`src/rtl/fft_band_energy_pkg.sv`:
```
// Shared types and constants for the band-energy engine.
package fft_pkg;

    typedef enum logic [1:0] {
        IDLE  = 2'd0,
        ISSUE = 2'd1,
        DRAIN = 2'd2
    } state_t;

    localparam int LVL_W = 4;

    // Accumulator must hold 2^ADDR_W squared samples without wrapping.
    function automatic int acc_w(input int data_w, input int addr_w);
        return 2 * data_w + addr_w;
    endfunction

endpackage

```
`src/rtl/fft_band_energy_if.sv`:
```
// BRAM read port: address out, data back RD_LAT cycles later.
interface fft_band_energy_if #(
    parameter int ADDR_W = 10,
    parameter int DATA_W = 16
);
    logic [ADDR_W-1:0] bram_addr;
    logic [DATA_W-1:0] bram_data;

    modport master (output bram_addr, input bram_data);
    modport slave  (input bram_addr, output bram_data);
endinterface

```
`src/rtl/fft_band_energy_band_level_map.sv`:
```
// Maps one band energy to a display level: shift, saturate, peak-decay, hold.
module band_level_map #(
    parameter int ACC_W = 42,
    parameter int LVL_W = 4
) (
    input  logic [ACC_W-1:0] energy,
    input  logic [5:0]       shift,
    input  logic [LVL_W-1:0] cur_lvl,
    input  logic             hold,
    input  logic             peak_mode,
    output logic [LVL_W-1:0] nxt_lvl
);
    localparam logic [ACC_W-1:0] LVL_MAX = ACC_W'((1 << LVL_W) - 1);

    logic [ACC_W-1:0] shifted;
    logic [LVL_W-1:0] new_lvl;
    logic [LVL_W-1:0] decayed;

    // Saturating level, then choose between fresh, peak-decayed or held value.
    always_comb begin
        shifted = energy >> shift;
        new_lvl = (shifted > LVL_MAX) ? {LVL_W{1'b1}} : shifted[LVL_W-1:0];
        decayed = (cur_lvl == '0) ? '0 : cur_lvl - LVL_W'(1);
        if (hold)
            nxt_lvl = cur_lvl;
        else if (peak_mode)
            nxt_lvl = (new_lvl > decayed) ? new_lvl : decayed;
        else
            nxt_lvl = new_lvl;
    end
endmodule

```
`src/rtl/fft_band_energy.sv`:
```
// Per-band energy of an FFT magnitude frame read from BRAM, plus level mapping.
module fft_band_energy #(
    parameter int NUM_BINS = 7,
    parameter int ADDR_W   = 10,
    parameter int DATA_W   = 16,
    parameter int RD_LAT   = 2,
    parameter int LVL_W    = fft_pkg::LVL_W,
    localparam int ACC_W   = fft_pkg::acc_w(DATA_W, ADDR_W),
    localparam int IDX_W   = (NUM_BINS > 1) ? $clog2(NUM_BINS) : 1
) (
    input  logic                      clock,
    input  logic                      reset,
    input  logic                      start,
    input  logic [NUM_BINS*(ADDR_W+1)-1:0] bounds,
    input  logic [NUM_BINS*6-1:0]     shift,
    input  logic                      hold,
    input  logic                      peak_mode,
    fft_band_energy_if.master         bram,
    output logic                      busy,
    output logic                      done,
    output logic [ACC_W-1:0]          energy,
    output logic                      energy_valid,
    output logic [IDX_W-1:0]          energy_idx,
    output logic [NUM_BINS*LVL_W-1:0] level,
    output logic                      bounds_err
);
    import fft_pkg::*;

    localparam int BW = ADDR_W + 1;

    state_t                           state_q, state_d;
    logic [NUM_BINS-1:0][BW-1:0]      bnd_q;
    logic [NUM_BINS-1:0][5:0]         shf_q;
    logic [NUM_BINS-1:0][LVL_W-1:0]   lvl_q;
    logic [IDX_W-1:0]                 band_q, out_idx_q;
    logic [BW-1:0]                    addr_q, cur_bnd;
    logic [ADDR_W-1:0]                bram_addr_q;
    logic [RD_LAT:0]                  vld_pipe, tok_pipe;
    logic [ACC_W-1:0]                 acc_q;
    logic [LVL_W-1:0]                 lvl_nxt;
    logic accept, issue_rd, issue_tok, last_band, frame_end, bad_bounds;

    assign cur_bnd        = bnd_q[band_q];
    assign last_band      = (band_q == IDX_W'(NUM_BINS - 1));
    assign frame_end      = energy_valid && (energy_idx == IDX_W'(NUM_BINS - 1));
    assign busy           = (state_q != IDLE);
    assign level          = lvl_q;
    assign bram.bram_addr = bram_addr_q;

    // Flag any band whose end lies below the previous band's end.
    always_comb begin
        bad_bounds = 1'b0;
        for (int k = 1; k < NUM_BINS; k++)
            if (bounds[k*BW +: BW] < bounds[(k-1)*BW +: BW])
                bad_bounds = 1'b1;
    end

    // State register.
    always_ff @(posedge clock) begin
        if (reset) state_q <= IDLE;
        else       state_q <= state_d;
    end

    // Next state and per-cycle issue decision; a start coinciding with done is refused.
    always_comb begin
        state_d   = state_q;
        accept    = 1'b0;
        issue_rd  = 1'b0;
        issue_tok = 1'b0;
        case (state_q)
            IDLE: if (start && !done) begin
                accept  = 1'b1;
                state_d = ISSUE;
            end
            ISSUE: if (addr_q < cur_bnd) begin
                issue_rd = 1'b1;
            end else begin
                issue_tok = 1'b1;
                if (last_band) state_d = DRAIN;
            end
            DRAIN: if (frame_end) state_d = IDLE;
            default: state_d = IDLE;
        endcase
    end

    // Address generation, read-aligned pipe, accumulation and band retirement.
    always_ff @(posedge clock) begin
        if (reset) begin
            bnd_q        <= '0;
            shf_q        <= '0;
            lvl_q        <= '0;
            band_q       <= '0;
            out_idx_q    <= '0;
            addr_q       <= '0;
            bram_addr_q  <= '0;
            vld_pipe     <= '0;
            tok_pipe     <= '0;
            acc_q        <= '0;
            energy       <= '0;
            energy_valid <= 1'b0;
            energy_idx   <= '0;
            done         <= 1'b0;
            bounds_err   <= 1'b0;
        end else begin
            done         <= (state_q == DRAIN) && frame_end;
            energy_valid <= 1'b0;
            vld_pipe     <= {vld_pipe[RD_LAT-1:0], issue_rd};
            tok_pipe     <= {tok_pipe[RD_LAT-1:0], issue_tok};
            if (accept) begin
                bnd_q      <= bounds;
                shf_q      <= shift;
                bounds_err <= bad_bounds;
                band_q     <= '0;
                out_idx_q  <= '0;
                addr_q     <= '0;
                acc_q      <= '0;
            end
            if (issue_rd) begin
                bram_addr_q <= addr_q[ADDR_W-1:0];
                addr_q      <= addr_q + 1'b1;
            end
            // Next band starts at this band's end, even when the bound went backwards.
            if (issue_tok) begin
                addr_q <= cur_bnd;
                if (!last_band) band_q <= band_q + 1'b1;
            end
            if (vld_pipe[RD_LAT])
                acc_q <= acc_q + ACC_W'(bram.bram_data) * ACC_W'(bram.bram_data);
            if (tok_pipe[RD_LAT]) begin
                energy       <= acc_q;
                energy_valid <= 1'b1;
                energy_idx   <= out_idx_q;
                out_idx_q    <= out_idx_q + 1'b1;
                acc_q        <= '0;
            end
            if (energy_valid)
                lvl_q[energy_idx] <= lvl_nxt;
        end
    end

    band_level_map #(.ACC_W(ACC_W), .LVL_W(LVL_W)) u_level_map (
        .energy    (energy),
        .shift     (shf_q[energy_idx]),
        .cur_lvl   (lvl_q[energy_idx]),
        .hold      (hold),
        .peak_mode (peak_mode),
        .nxt_lvl   (lvl_nxt)
    );
endmodule

```
`src/flat_wrapper.sv`:
```
// flat-port wrapper written by rule: the top's interface ports become plain ports
module fft_band_energy_flat import fft_pkg::*;
#(
    parameter int NUM_BINS = 7,
    parameter int ADDR_W   = 10,
    parameter int DATA_W   = 16,
    parameter int RD_LAT   = 2,
    parameter int LVL_W    = fft_pkg::LVL_W,
    localparam int ACC_W   = fft_pkg::acc_w(DATA_W, ADDR_W),
    localparam int IDX_W   = (NUM_BINS > 1) ? $clog2(NUM_BINS) : 1
)
  (clock, reset, start, bounds, shift, hold, peak_mode, busy, done, energy, energy_valid, energy_idx, level, bounds_err, bram_bram_addr, bram_bram_data);
  fft_band_energy_if #(.ADDR_W(ADDR_W), .DATA_W(DATA_W)) bram_i ();
  input  logic clock;
  input  logic reset;
  input  logic start;
  input  logic [NUM_BINS*(ADDR_W+1)-1:0] bounds;
  input  logic [NUM_BINS*6-1:0] shift;
  input  logic hold;
  input  logic peak_mode;
  output logic busy;
  output logic done;
  output logic [ACC_W-1:0] energy;
  output logic energy_valid;
  output logic [IDX_W-1:0] energy_idx;
  output logic [NUM_BINS*LVL_W-1:0] level;
  output logic bounds_err;
  output wire logic [$bits(bram_i.bram_addr)-1:0] bram_bram_addr;
  input wire logic [$bits(bram_i.bram_data)-1:0] bram_bram_data;
  assign bram_bram_addr = bram_i.bram_addr;
  assign bram_i.bram_data = bram_bram_data;
  fft_band_energy #(.NUM_BINS(NUM_BINS), .ADDR_W(ADDR_W), .DATA_W(DATA_W), .RD_LAT(RD_LAT), .LVL_W(LVL_W)) u_core (.clock(clock), .reset(reset), .start(start), .bounds(bounds), .shift(shift), .hold(hold), .peak_mode(peak_mode), .bram(bram_i), .busy(busy), .done(done), .energy(energy), .energy_valid(energy_valid), .energy_idx(energy_idx), .level(level), .bounds_err(bounds_err));
endmodule
```
`config.mk`:
```
export PLATFORM = sky130hd
export DESIGN_NAME = fft_band_energy_flat
export DESIGN_NICKNAME = d
export VERILOG_FILES = /design/src/rtl/fft_band_energy_pkg.sv /design/src/rtl/fft_band_energy_if.sv /design/src/rtl/fft_band_energy_band_level_map.sv /design/src/rtl/fft_band_energy.sv /design/src/flat_wrapper.sv
export SDC_FILE = /design/constraint.sdc
export NUM_CORES = 1
export LEC_CHECK = 0
export BUFFER_PORTS_ARGS = -buffer_cell sky130_fd_sc_hd__buf_2
export CAP_MARGIN = 20
export CORE_ASPECT_RATIO = 2
export CORE_MARGIN = 1
export CORE_UTILIZATION = 30
export CTS_CLUSTER_SIZE = 8
export DETAILED_ROUTE_END_ITERATION = 6
export SLEW_MARGIN = 20
export SYNTH_ARGS = -nofsm -noshare
export SYNTH_HDL_FRONTEND = slang
export SYNTH_SLANG_ARGS = --single-unit
```
`constraint.sdc`:
```
create_clock -name clock -period 9.25 [get_ports clock]
set_input_delay 0.925 -clock clock [delete_from_list [all_inputs] [get_ports clock]]
set_output_delay 0.925 -clock clock [all_outputs]
set_load 0.01 [all_outputs]
```
==> impl_metrics.py <==
metrics = {
    "die": {
        "core_region_area_sq_um": 78200,
        "rows": 145,
        "start_util_pct": 30.3,
        "fp.dieW_um": 201,
        "die-area_sq_um": 80300,
        "io_pins": 227,
        "die_h_um": 400,
    },
    "clock_tree": {
        "htree_levels": 2,
        "cts_max_path_buffers": 3,
        "numClockSinks": 272,
        "clk_latency_ns": 0.57,
        "post_cts_buffers": 0,
        "clkTransAtPathRegs_ns": 0.06,
        "cts-root-buf": "clkbuf_16",
        "cts.repair.resized": 0,
        "cts_tree": "done",
        "cts_buffers": 40,
        "cts_hold_buf": 0,
    },
    "setup_path": {
        "crit-reg2reg-capture": "u_core.level[3]$_SDFFE_PP0P_",
        "critPathKind": "primary input to flip-flop",
        "end_kind": "flip-flop",
        "rr_startpoint": "u_core.energy_idx[0]$_SDFFE_PP0P_",
        "rrSetupSlack_ns": 1.76,
        "cp_max_fo": 18,
        "start_kind": "primary input",
        "worstPathRequired_ns": 9.71,
        "arrival_ns": 8.26,
        "crit_start": "bram_bram_data[4]",
        "r2r_cells": 21,
    },
    "pwr": {
        "ir_drop_mv": 0.207,
        "p_per_area_nw_per_um2": 258,
        "leakage_uw": 0.0127,
    },
    "synth": {
        "ys_seq_elements": 272,
        "synthFlopType": "dfxtp_1",
        "synth-simple-area-share_pct": 17.3,
        "synthXorXnorAreaFrac_pct": 1.44,
        "synth_top_area_cell": "dfxtp_1",
        "ys_seq_area_share_pct": 22.9,
        "netlist_instances": 2923,
        "synth_top_family_by_area": "adder cells",
        "avgSynthCellArea_sq_um": 8.12,
        "yosysWarnings": 0,
        "yosys.area_share.adder_pct": 26.1,
        "netlist_area_sq_um": 23700,
        "synth.area.top_cells": "dfxtp_1, fa_1, ha_1, nand2_1, inv_1",
        "yosysUniqueCellTypes": 85,
        "synth_top_area_share_pct": 22.9,
        "synthTopCellsByCount": "nand2_1, inv_1, dfxtp_1, a21oi_1, nor2_1",
        "synth-compound-area-share_pct": 15.7,
        "muxShareOfSynthArea_pct": 7.01,
        "synth_nets": 3443,
        "synth-edff-count": 0,
        "yosysMostFrequentCell": "nand2_1",
        "synth-async-reset-ratio_pct": 0,
    },
    "cells_and_area": {
        "drive_above_1_share_pct": 12.2,
        "areaGrowthSynthToFinish_pct": 13.0,
        "final_nets": 3587,
        "nFillCells": 8412,
    },
    "routing": {
        "avgRoutedWirePerCell_um": 18.7,
        "drtIter0Drc": 787,
        "drc": 1,
        "via_per_inst": 4.99,
        "antenna_left": 0,
        "wirelength_mm": 76.7,
        "vias": 20500,
        "drtPass1Iterations": 7,
    },
    "timing": {
        "fin_crit_sh_pct": 84.3,
        "finalSetupViolCount": 0,
        "worstMarginPinSlew_ns": 1.03,
        "finalHoldViolations": 0,
        "fin_skew_ns": 0.0494,
        "rsz0062_at_grt": "false",
        "fin_crit_ns": 7.79,
        "slew-limit-headroom_pct": 31.2,
        "slew_violations": 0,
        "tns_ns": 0,
        "fmax_ghz": 0.128,
        "whs_ns": 0.417,
    },
    "global_routing": {
        "grt_use_total_pct": 19.2,
        "grt_pass1_wl_mm": 119,
        "grt_pass1_vias": 21200,
        "grt-ovfl-total": 0,
        "antenna_found_initial": 1,
        "grt_max_degree": 129,
    },
    "worst_hold_path": {
        "hp-start": "u_core.tok_pipe[1]$_SDFF_PP0_",
        "hold_path_class": "flip-flop to flip-flop",
        "hold_depth": 1,
        "whs_endpoint": "u_core.tok_pipe[2]$_SDFF_PP0_",
    },
    "placed_design": {
        "dp_hpwl_mm": 61.5,
        "portBuffers": 226,
        "gp_congestion": 0.966,
    },
    "status": {
        "failed_checks": "design-rule violations",
        "status": "finished, violations left",
    },
    "flow_run": {
        "drv_cap": 0,
    },
}
cell usage in the layout, fill, tap and decap left out, types with 11 or more instances in the layout:
cell       netlist  layout
and3_1          12      12
a31oi_1         20      20
buf_4            5      31
ha_1           188     188
nand3_1         43      43
nand2_1        456     456
nor3b_1         13      12
inv_1          422     422
a21oi_1        255     255
and2_1          48      48
dfxtp_1        272     269
nor2_1         197     197
clkbuf_16        0      40
a22oi_1         16      16
buf_2           11     225
mux2_2          20      20
mux4_2          13      13
a211oi_1        29      29
a21o_1          55      55
nor2b_1         24      24
nor3_1          38      38
xnor2_1         22      22
nand2b_1        19      19
fa_1           192     192
o22ai_1         16      16
o21a_1          11      11
xor2_1          17      17
nor4_1          14      14
mux2i_1        108     108
o21ai_0         79      79
area by class of cell:
type                            count  area, sq um  share of cell area [%]
Sequential cell                   272         5450                    20.3
Clock buffer                       42         1010                    3.76
Tap cell                         1029         1290                    4.80
Inverter                          422         1580                    5.91
Timing Repair Buffer              257         1370                    5.12
Antenna cell                        1         2.50                 0.00933
Clock inverter                      4         56.3                   0.210
Multi-Input combinational cell   2074        16100                    59.9
registers in the layout (all words and copies together), names as in the netlist:
name,cells
u_core.bram.bram_addr,10
u_core.level,28
u_core.state_q,2
u_core.done,1
u_core.addr_q,11
u_core.shf_q,42
u_core.band_q,3
u_core.out_idx_q,3
u_core.bounds_err,1
u_core.energy_idx,3
u_core.tok_pipe,3
u_core.acc_q,42
u_core.energy,42
u_core.energy_valid,1
u_core.bnd_q,77
u_core.vld_pipe,3
power by group:
part	leakage [uW]	internal [uW]	total, uW	switching [uW]
clock network	0.000520	769	1320	554
logic	0.00993	1780	4340	2560
registers	0.00221	1220	1260	36.7
total	0.0127	3770	6920	3150
layer usage:
layer,GRT usage [%],vias up,wire (um)
li1,-,9919,-
met1,18.6,9765,26700
met2,37.0,589,40900
met3,3.94,209,4490
met4,11.3,0,4640
met5,0,-,0
cell families (layout without fill, tap and decap cells):
| logic type | count (synthesis) | after routing |
|---|---|---|
| AO/OA/AOI/OAI | 592 | 592 |
| XOR/XNOR | 39 | 39 |
| adder cells (fa/ha/maj) | 380 | 380 |
| buffers and inverters | 577 | 725 |
| flip-flops | 272 | 272 |
| multiplexers | 144 | 144 |
| other | 0 | 1 |
| AND/OR/NAND/NOR | 919 | 919 |
worst max path at each step:
| stage | end | slack, ns | depth (start not counted) |
|---|---|---|---|
| 2_1_floorplan | u_core.acc_q[37]$_SDFFE_PP0P_ | 1.72 | 25 |
| 3_3_place_gp | u_core.acc_q[37]$_SDFFE_PP0P_ | 0.94 | 24 |
| 3_5_place_dp | u_core.acc_q[37]$_SDFFE_PP0P_ | 1.01 | 24 |
| 4_1_cts | u_core.acc_q[37]$_SDFFE_PP0P_ | 1.55 | 24 |
| 5_1_grt | u_core.acc_q[37]$_SDFFE_PP0P_ | 1.11 | 24 |
| 6_report | u_core.acc_q[37]$_SDFFE_PP0P_ | 1.46 | 24 |
through the flow:
step / setup WS, ns / cells / utilization, % / power, uW / instance area, sq um
2_1_floorplan: 1.72 / 2923 / - / 4520 / 23700
3_3_place_gp: 0.940 / 4054 / 32.9 / 5580 / 25800
3_5_place_dp: 1.01 / 4054 / 32.9 / 5610 / 25800
4_1_cts: 1.55 / 4100 / 34.3 / 7000 / 26800
5_1_grt: 1.11 / 4101 / 34.3 / 7560 / 26800
6_report: 1.46 / 4101 / 34.3 / 6920 / 26800
worst max-delay path, stage by stage:
cell and delay, ns:
buf_2 0.35, inv_1 0.25, nor2_1 0.26, fa_1 0.46, inv_1 0.09, fa_1 0.39, inv_1 0.09, fa_1 0.44
fa_1 0.54, fa_1 0.55, inv_1 0.06, fa_1 0.54, inv_1 0.05, ha_1 0.38, nand4_1 0.21, nor4b_1 0.53
o2111ai_1 0.26, nand2_1 0.18, a21bo_2 0.16, a31oi_1 0.12, a211oi_1 0.57, nand4_1 0.18, or3b_2 0.48, a31oi_1 0.16
Note: power is estimated with default switching activity, not from simulation.
